[src/rtl/cache_axi_arbiter_pkg.sv]
// Shared definitions for the cache-side AXI bridge arbiter.
// Holds the FSM state encodings, the request type codes, the requester IDs and
// the packed command payloads that the read and write paths latch.
package cache_axi_arbiter_pkg;

    localparam int unsigned ADDR_W = 32;
    localparam int unsigned TYPE_W = 3;
    localparam int unsigned STRB_W = 4;

    // Address bits that identify a 16-byte cache line.
    localparam logic [ADDR_W-1:0] LINE_MASK = 32'hFFFF_FFF0;

    localparam logic [TYPE_W-1:0] RT_LINE = 3'b100;
    localparam logic [TYPE_W-1:0] RT_WORD = 3'b010;

    localparam logic GNT_IC = 1'b0;
    localparam logic GNT_DC = 1'b1;

    typedef enum logic [2:0] {
        R_IDLE = 3'b001,
        R_REQ  = 3'b010,
        R_RESP = 3'b100
    } rd_state_t;

    typedef enum logic [2:0] {
        W_IDLE = 3'b001,
        W_REQ  = 3'b010,
        W_WAIT = 3'b100
    } wr_state_t;

    typedef struct packed {
        logic [TYPE_W-1:0] typ;
        logic [ADDR_W-1:0] addr;
    } rd_cmd_t;

    typedef struct packed {
        logic [TYPE_W-1:0] typ;
        logic [ADDR_W-1:0] addr;
        logic [STRB_W-1:0] wstrb;
    } wr_cmd_t;

    // True when both addresses fall in the same cache line.
    function automatic logic same_line(input logic [ADDR_W-1:0] a,
                                       input logic [ADDR_W-1:0] b);
        return ((a ^ b) & LINE_MASK) == '0;
    endfunction

endpackage

[src/rtl/cache_axi_arbiter_rd_arb2.sv]
// Two-way read arbiter: fixed dcache priority or round-robin.
// Ports:
//   i_req[1:0] : eligible requesters (bit 0 icache, bit 1 dcache)
//   i_last     : requester granted most recently (GNT_IC / GNT_DC)
//   i_prio     : 1 = dcache always wins a conflict, 0 = round-robin
//   o_gnt_c    : one-hot combinational grant, zero when nobody is eligible
module rd_arb2
    import cache_axi_arbiter_pkg::*;
(
    input  logic [1:0] i_req,
    input  logic       i_last,
    input  logic       i_prio,
    output logic [1:0] o_gnt_c
);

    // On a conflict the dcache wins under priority mode or when icache went last.
    always_comb begin
        o_gnt_c = i_req;
        if (i_req == 2'b11) begin
            if (i_prio || (i_last == GNT_IC)) begin
                o_gnt_c = 2'b10;
            end else begin
                o_gnt_c = 2'b01;
            end
        end
    end

endmodule

[src/rtl/cache_axi_arbiter.sv]
// Shares one cache-side AXI bridge port between the icache and the dcache.
// Reads are arbitrated with one burst outstanding; dcache writes go through a
// one-line write buffer; a read to a line held in that buffer is held back so
// it can never overtake the writeback.
// Ports:
//   clk, rst                      : clock, asynchronous active-high reset
//   ic_rd_* / dc_rd_*             : cache read requests; *_rd_rdy grant pulse
//   ic_ret_valid / dc_ret_valid   : return-beat valid steered to the granted cache
//   dc_wr_*                       : dcache write pulse; dc_wr_rdy = buffer empty
//   rd_req/rd_type/rd_addr/rd_rdy : bridge read request channel
//   ret_valid/ret_last            : bridge return beats
//   wr_*                          : bridge write request channel, wr_done = B response
module cache_axi_arbiter
    import cache_axi_arbiter_pkg::*;
#(
    parameter int unsigned DC_PRIO = 1,
    parameter int unsigned LINE_W  = 128
) (
    input  logic              clk,
    input  logic              rst,
    input  logic              ic_rd_req,
    input  logic [2:0]        ic_rd_type,
    input  logic [31:0]       ic_rd_addr,
    output logic              ic_rd_rdy,
    output logic              ic_ret_valid,
    input  logic              dc_rd_req,
    input  logic [2:0]        dc_rd_type,
    input  logic [31:0]       dc_rd_addr,
    output logic              dc_rd_rdy,
    output logic              dc_ret_valid,
    input  logic              dc_wr_req,
    input  logic [2:0]        dc_wr_type,
    input  logic [31:0]       dc_wr_addr,
    input  logic [3:0]        dc_wr_wstrb,
    input  logic [LINE_W-1:0] dc_wr_data,
    output logic              dc_wr_rdy,
    output logic              rd_req,
    output logic [2:0]        rd_type,
    output logic [31:0]       rd_addr,
    input  logic              rd_rdy,
    input  logic              ret_valid,
    input  logic              ret_last,
    output logic              wr_req,
    output logic [2:0]        wr_type,
    output logic [31:0]       wr_addr,
    output logic [3:0]        wr_wstrb,
    output logic [LINE_W-1:0] wr_data,
    input  logic              wr_rdy,
    input  logic              wr_done
);

    rd_state_t         r_rd_state;
    rd_state_t         w_rd_next;
    wr_state_t         r_wr_state;
    wr_state_t         w_wr_next;
    logic              r_last_gnt;
    rd_cmd_t           r_rd_cmd;
    wr_cmd_t           r_wr_cmd;
    logic [LINE_W-1:0] r_wr_data;

    logic              w_wr_busy;
    logic              w_ic_blk;
    logic              w_dc_blk;
    logic [1:0]        w_elig;
    logic [1:0]        w_arb_gnt;
    logic              w_rd_start;
    logic              w_wr_start;

    // Line hazard: the buffered line while a write is in flight, otherwise the
    // line being written in this very cycle.
    assign w_wr_busy = (r_wr_state != W_IDLE);
    assign w_ic_blk  = w_wr_busy ? same_line(ic_rd_addr, r_wr_cmd.addr)
                                 : (dc_wr_req && same_line(ic_rd_addr, dc_wr_addr));
    assign w_dc_blk  = w_wr_busy ? same_line(dc_rd_addr, r_wr_cmd.addr)
                                 : (dc_wr_req && same_line(dc_rd_addr, dc_wr_addr));
    assign w_elig    = {dc_rd_req && !w_dc_blk, ic_rd_req && !w_ic_blk};

    rd_arb2 u_rd_arb2 (
        .i_req   (w_elig),
        .i_last  (r_last_gnt),
        .i_prio  (DC_PRIO != 0),
        .o_gnt_c (w_arb_gnt)
    );

    assign w_rd_start = (r_rd_state == R_IDLE) && (w_arb_gnt != 2'b00);
    assign w_wr_start = (r_wr_state == W_IDLE) && dc_wr_req;

    // Read FSM state register plus latched grant and command.
    always_ff @(posedge clk or posedge rst) begin
        if (rst) begin
            r_rd_state <= R_IDLE;
            r_last_gnt <= GNT_IC;
            r_rd_cmd   <= '0;
        end else begin
            r_rd_state <= w_rd_next;
            if (w_rd_start) begin
                if (w_arb_gnt[1]) begin
                    r_last_gnt <= GNT_DC;
                    r_rd_cmd   <= '{typ: dc_rd_type, addr: dc_rd_addr};
                end else begin
                    r_last_gnt <= GNT_IC;
                    r_rd_cmd   <= '{typ: ic_rd_type, addr: ic_rd_addr};
                end
            end
        end
    end

    // Read FSM next state and steering of grant pulses and return beats.
    always_comb begin
        w_rd_next    = r_rd_state;
        rd_req       = 1'b0;
        ic_rd_rdy    = 1'b0;
        dc_rd_rdy    = 1'b0;
        ic_ret_valid = 1'b0;
        dc_ret_valid = 1'b0;
        case (r_rd_state)
            R_IDLE: begin
                if (w_rd_start) begin
                    w_rd_next = R_REQ;
                end
            end
            R_REQ: begin
                rd_req = 1'b1;
                if (rd_rdy) begin
                    ic_rd_rdy = (r_last_gnt == GNT_IC);
                    dc_rd_rdy = (r_last_gnt == GNT_DC);
                    w_rd_next = R_RESP;
                end
            end
            R_RESP: begin
                ic_ret_valid = ret_valid && (r_last_gnt == GNT_IC);
                dc_ret_valid = ret_valid && (r_last_gnt == GNT_DC);
                if (ret_valid && ret_last) begin
                    w_rd_next = R_IDLE;
                end
            end
            default: w_rd_next = R_IDLE;
        endcase
    end

    assign rd_type = r_rd_cmd.typ;
    assign rd_addr = r_rd_cmd.addr;

    // Write FSM state register and one-line write buffer.
    always_ff @(posedge clk or posedge rst) begin
        if (rst) begin
            r_wr_state <= W_IDLE;
            r_wr_cmd   <= '0;
            r_wr_data  <= '0;
        end else begin
            r_wr_state <= w_wr_next;
            if (w_wr_start) begin
                r_wr_cmd  <= '{typ: dc_wr_type, addr: dc_wr_addr, wstrb: dc_wr_wstrb};
                r_wr_data <= dc_wr_data;
            end
        end
    end

    // Write FSM next state; dc_wr_req outside W_IDLE and stray wr_done are dropped.
    always_comb begin
        w_wr_next = r_wr_state;
        wr_req    = 1'b0;
        dc_wr_rdy = 1'b0;
        case (r_wr_state)
            W_IDLE: begin
                dc_wr_rdy = !rst;
                if (dc_wr_req) begin
                    w_wr_next = W_REQ;
                end
            end
            W_REQ: begin
                wr_req = 1'b1;
                if (wr_rdy) begin
                    w_wr_next = W_WAIT;
                end
            end
            W_WAIT: begin
                if (wr_done) begin
                    w_wr_next = W_IDLE;
                end
            end
            default: w_wr_next = W_IDLE;
        endcase
    end

    assign wr_type  = r_wr_cmd.typ;
    assign wr_addr  = r_wr_cmd.addr;
    assign wr_wstrb = r_wr_cmd.wstrb;
    assign wr_data  = r_wr_data;

endmodule

[config.mk]
export PLATFORM = sky130hd
export DESIGN_NAME = cache_axi_arbiter
export DESIGN_NICKNAME = d
export VERILOG_FILES = /design/src/rtl/cache_axi_arbiter_pkg.sv /design/src/rtl/cache_axi_arbiter_rd_arb2.sv /design/src/rtl/cache_axi_arbiter.sv
export SDC_FILE = /design/constraint.sdc
export NUM_CORES = 1
export LEC_CHECK = 0
export ABC_AREA = 0
export CORE_AREA = 2 2 175 177
export CTS_CLUSTER_DIAMETER = 30
export DETAILED_ROUTE_END_ITERATION = 8
export DIE_AREA = 0 0 177 179
export GPL_TIMING_DRIVEN = 0
export PLACE_DENSITY = 0.69
export SLEW_MARGIN = 25
export SYNTH_ARGS = -nofsm -noshare
export SYNTH_HDL_FRONTEND = slang
export SYNTH_SLANG_ARGS = --single-unit
[constraint.sdc]
create_clock -name clk -period 15.65 [get_ports clk]
set_input_delay 3.9125 -clock clk [delete_from_list [all_inputs] [get_ports clk]]
set_output_delay 3.9125 -clock clk [all_outputs]
set_load 0.005 [all_outputs]
Yosys cells after proc, flatten, opt, wreduce, memory -nomap -nowiden
Index checks and enable logic that the tools add are counted.
{"block": "word_totals", "in_bits": 247, "out_inout_bits": 209, "register_bits": 209, "elab_cells": 69}
{"block": "op_classes", "muxes": 22, "bitwise": 5, "n_reduce_logical": 19, "n_eq_ne": 14}
{"operator": "$logic_not 32->1", "n": 4}
{"operator": "$xor 32x32->32", "n": 4}
{"operator": "$mux 35", "n": 1}
{"operator": "$mux 3", "n": 6}
{"operator": "$pmux 3 s3", "n": 2}
{"operator": "$mux 1", "n": 12}
{"operator": "$ne 2x2->1 const B", "n": 6}
{"operator": "$logic_and 1x1->1", "n": 9}
{"operator": "$eq 3x1->1 const B", "n": 2}
{"operator": "$eq 3x2->1 const B", "n": 2}
{"operator": "$eq 3x3->1 const B", "n": 2}
{"operator": "$reduce_and 3->1", "n": 2}
{"operator": "$logic_not 1->1", "n": 3}
{"operator": "$ne 3x1->1 const B", "n": 1}
{"operator": "$eq 2x2->1 const B", "n": 1}
{"operator": "$mux 2", "n": 1}
{"operator": "$reduce_bool 2->1", "n": 1}
{"operator": "$not 1->1", "n": 1}

Depth between registers and ports, before layout
{"block": "logic_depth", "ltp_word": 12, "depth_mapped": 9, "ltp_nobuf": 6}

Modules after synthesis
Synthesis repeated with hierarchy kept, for this count alone.
{"block": "hier_totals", "cells_unflattened": 709, "area_unflattened_um2": 9841.9}
{"mod": "cache_axi_arbiter", "area_each_um2": 9811.9, "seq_area_each_um2": 5232.5, "cells_each": 705, "n_inst": 1}
{"mod": "rd_arb2", "area_each_um2": 30.0, "seq_area_each_um2": 0.0, "cells_each": 4, "n_inst": 1}

Worst setup path before layout
Ideal clock, no wire load.
{"block": "synth_path", "kind": "input port to output port", "start": "input rst", "end": "output dc_wr_rdy", "n_path_buf": 0, "slack_ns": 3.019, "cell_stages": 2, "t_required_ns": 11.738, "t_arrival_ns": 8.719, "cell_sequence": "inv_1 and2_1"}
{"block": "synth_via", "elab_chain_cells": 2}
{"item": "start, declared", "line_no": "cache_axi_arbiter.sv:20", "text": "input logic rst,"}
{"item": "$logic_not 1->1", "line_no": "cache_axi_arbiter.sv:166", "text": "dc_wr_rdy = !rst;"}
{"item": "$mux 1", "line_no": "cache_axi_arbiter.sv:164", "text": "case (r_wr_state)"}
{"item": "end, declared", "line_no": "cache_axi_arbiter.sv:36", "text": "output logic dc_wr_rdy,"}
Every way passes these cells.

Worst setup path in the final report
Same ends and word-level chain as after synthesis.

==> impl_metrics.py <==
metrics = {
    "clocking": {
        "numClockSinks": 209,
        "cts_inserted_buffers": 53,
        "clkSlewWorstSetupHoldPaths_ns": 0.04,
        "cts_root_buf": "sky130_fd_sc_hd__clkbuf_16",
        "cts_tree": "built",
        "worstSkewPairLatency_ns": 0.55,
        "cts.hold.buffers_added": 0,
        "htreeDepth": 2,
        "post-cts-setup-buffer-count": 0,
        "cts_resized": 0,
        "clock_tree.buffer_depth": 3,
    },
    "synthesis": {
        "synth_enable_flop_cells": 0,
        "synth_async_sr_flop_share_pct": 100,
        "post_synth_instance_area_um2": 9820,
        "yosysSeqAreaShare_pct": 53.3,
        "synthDominantAreaCellType": "sky130_fd_sc_hd__dfrtp_1",
        "primary_ff_master_synth": "sky130_fd_sc_hd__dfrtp_1",
        "ys_top_cells_by_area": "sky130_fd_sc_hd__dfrtp_1 53%, sky130_fd_sc_hd__nand2_1 19%, sky130_fd_sc_hd__xor2_1 7.6%",
        "synth_top_area_share_pct": 52.7,
        "avgSynthCellArea_um2": 8.85,
        "netlist_instances": 1110,
        "synth_warn": 0,
        "synth_fp_nets": 1357,
        "yosysUniqueCellTypes": 40,
        "postSynthRegisterBits": 209,
    },
    "worst_setup_path": {
        "timing.critical_path.required_ns": 11.74,
        "worst-endpoint-arrival_ns": 5.96,
        "slowest_stage": "sky130_fd_sc_hd__clkdlybuf4s50_1",
        "timing.critical_path.mode_cell": "sky130_fd_sc_hd__clkdlybuf4s50_1",
        "worstSetupPathType": "input pin to output pin",
        "cp-end-kind": "output pin",
        "crit_path_max_incr_delay_ns": 0.53,
        "critical_path_peak_fanout": 77,
        "timing.critical_path.cells": "clkdlybuf4s50_1 > inv_8 > buf_16 > and2_1 > clkdlybuf4s50_1",
        "setup.worst_path.start_class": "input pin",
    },
    "placed_design": {
        "finalWeightedCongestion": 0.904,
        "port_buffers": 455,
        "dp_hpwl_mm": 30.7,
    },
    "pwr": {
        "leakage_nw": 7.69,
        "power_density_nw_per_um2": 205,
        "pnr_total_power_mw": 3.46,
        "peakVddDrop_uv": 122,
    },
    "global_route": {
        "grt_max_degree": 82,
        "global_route.usage.total_pct": 25.3,
        "sum_of_overflow_across_all_layers_after_global_routing": 0,
        "grt_antenna_before_repair": 6,
        "first_global_vias": 10424,
        "grt_pass1_wl_mm": 60.8,
    },
    "routing": {
        "detailedRoute.firstIterationViolations": 596,
        "detail_route.vias_per_cell": 4.90,
        "dr_total_vias": 10108,
        "finalWirelength_mm": 40.7,
        "firstDrtPassIters": 5,
        "route.detailed.drc": 0,
        "antenna_left": 0,
        "detail_route.wl_per_cell_um": 19.7,
    },
    "sta": {
        "finClkSkew_ns": 0.0125,
        "number_of_hold_violations_in_the_final_report": 0,
        "setup_viol": 0,
        "worst_slew_margin_rel_pct": 42.9,
        "shortest_clock_period_the_worst_path_allows_after_layout_ns": 9.88,
        "slew_viol_final": 0,
        "max_freq_ghz": 0.101,
        "setup_repair_after_global_routing_missed_its_margin": "false",
        "period_share_pct": 63.1,
        "fin_tns_setup_ns": 0,
        "worst-slew-pin-transition_ns": 0.853,
    },
    "flow_run": {
        "timing.max_cap.violations": 0,
    },
    "floorplan": {
        "die_x_um": 177,
        "initial_utilization_pct": 32.7,
        "die_h_um": 179,
        "fp.dieArea_um2": 31700,
        "core_area_um2": 30000,
        "design.portCount": 456,
        "core.rowCount": 64,
    },
    "cells_and_area": {
        "area_growth_syn_to_layout_pct": 71.6,
        "total_number_of_nets_in_the_final_design": 1869,
        "layout-drive-gt1-share_pct": 6.73,
        "finalCoreUtilization_pct": 56.1,
    },
    "run_status": {
        "outcome": "completed",
    },
    "hold_path": {
        "timing.hold.worst.class": "flip-flop to flip-flop",
    },
}
-- per-layer routing --
layer	global-route usage [%]	routed length [um]	part of all wire (%)	up-vias
met2	42.1	19500	48	510
met5	0	46	0.11	-
met3	8.65	3970	9.7	119
met1	29.3	15300	38	4793
met4	11.4	1870	4.6	6
li1	-	-	-	4680
-- final cells by class --
cell class	instances	area [um2]
Antenna cell	4	10.0
Buffer	64	280
Clock buffer	69	1500
Clock inverter	28	412
Fill cell	2665	13200
Inverter	38	150
Multi-Input combinational cell	799	4170
Sequential cell	209	5230
Tap cell	396	495
Timing Repair Buffer	457	4610
-- critical path: cells and delay by family --
kind | cells | cell delay [ns]
buffers and inverters | 4 | 1.72
AND/OR/NAND/NOR | 1 | 0.19
-- state kept, by name, indices dropped and copies added (netlist names) --
signal,flops
wr_addr,32
r_last_gnt,1
wr_data,128
wr_type,3
r_wr_state,3
rd_addr,32
wr_wstrb,4
r_rd_state,3
rd_type,3
-- metrics by stage --
step / std cells / hold slack (ns) / cell area [um2] / setup slack (ns)
6_report: 2064 / 0.467 / 16900 / 5.77
5_1_grt: 2061 / 0.486 / 16800 / 5.59
4_1_cts: 2060 / 0.472 / 16800 / 5.75
3_5_place_dp: 1963 / 0.461 / 14900 / 5.74
3_3_place_gp: 1961 / 0.457 / 14900 / -0.0124
2_1_floorplan: 1110 / 0.470 / 9820 / 3.02
-- where the power goes --
part / switching, mW / internal [mW]
sequential: 0.187 / 0.803
combinational: 0.626 / 0.690
clock: 0.342 / 0.815
-- logic make-up after synthesis --
group                     share of synthesized area (%)
DFF                                                53.3
and+or+nand+nor                                    25.2
AOI/OAI and AO/OA                                  7.25
xor gates and xnor gates                           9.99
buffers and inverters                              4.31
-- cells in the mapped netlist, types with 3 or more instances --
cell type	count
sky130_fd_sc_hd__nand4_1	9
sky130_fd_sc_hd__buf_6	3
sky130_fd_sc_hd__nor2_1	6
sky130_fd_sc_hd__inv_1	38
sky130_fd_sc_hd__clkbuf_1	52
sky130_fd_sc_hd__nand3_1	4
sky130_fd_sc_hd__nor4_1	20
sky130_fd_sc_hd__a21oi_1	3
sky130_fd_sc_hd__nor3_1	39
sky130_fd_sc_hd__buf_4	3
sky130_fd_sc_hd__nand2_1	508
sky130_fd_sc_hd__a311oi_1	35
sky130_fd_sc_hd__dfrtp_1	207
sky130_fd_sc_hd__buf_2	5
sky130_fd_sc_hd__a2111oi_0	35
sky130_fd_sc_hd__xor2_1	85
sky130_fd_sc_hd__xnor2_1	27
-- cells in the final DEF (no fill, tap or decap), types with 9 or more instances in the layout --
master                            count
sky130_fd_sc_hd__nand2_1            508
sky130_fd_sc_hd__xor2_1              85
sky130_fd_sc_hd__nor3_1              39
sky130_fd_sc_hd__a2111oi_0           35
sky130_fd_sc_hd__clkbuf_16           53
sky130_fd_sc_hd__clkdlybuf4s50_1    455
sky130_fd_sc_hd__nand4_1              9
sky130_fd_sc_hd__a311oi_1            35
sky130_fd_sc_hd__nor4_1              20
sky130_fd_sc_hd__bufinv_16            9
sky130_fd_sc_hd__inv_1               37
sky130_fd_sc_hd__clkbuf_8            11
sky130_fd_sc_hd__clkbuf_1            57
sky130_fd_sc_hd__xnor2_1             27
sky130_fd_sc_hd__dfrtp_1            207
-- path summary, 6_finish.rpt --
check | start | endpoint | slack [ns] | cells past startpoint
setup / recovery | rst | dc_wr_rdy | 5.77 | 5
hold / removal | wr_data[39]$_DFFE_PP0P_ | wr_data[39]$_DFFE_PP0P_ | 0.47 | 2
setup reg to reg | r_wr_state[0]$_DFFE_PP1P_ | rd_addr[14]$_DFFE_PP0P_ | 12.03 | 8
hold reg to reg | wr_data[39]$_DFFE_PP0P_ | wr_data[39]$_DFFE_PP0P_ | 0.47 | 2
max in group asynchronous | rst | r_wr_state[0]$_DFFE_PP1P_ | 11.04 | 3
min in group asynchronous | rst | wr_data[77]$_DFFE_PP0P_ | 3.81 | 2
No activity file was read; power rests on OpenSTA's default activity.
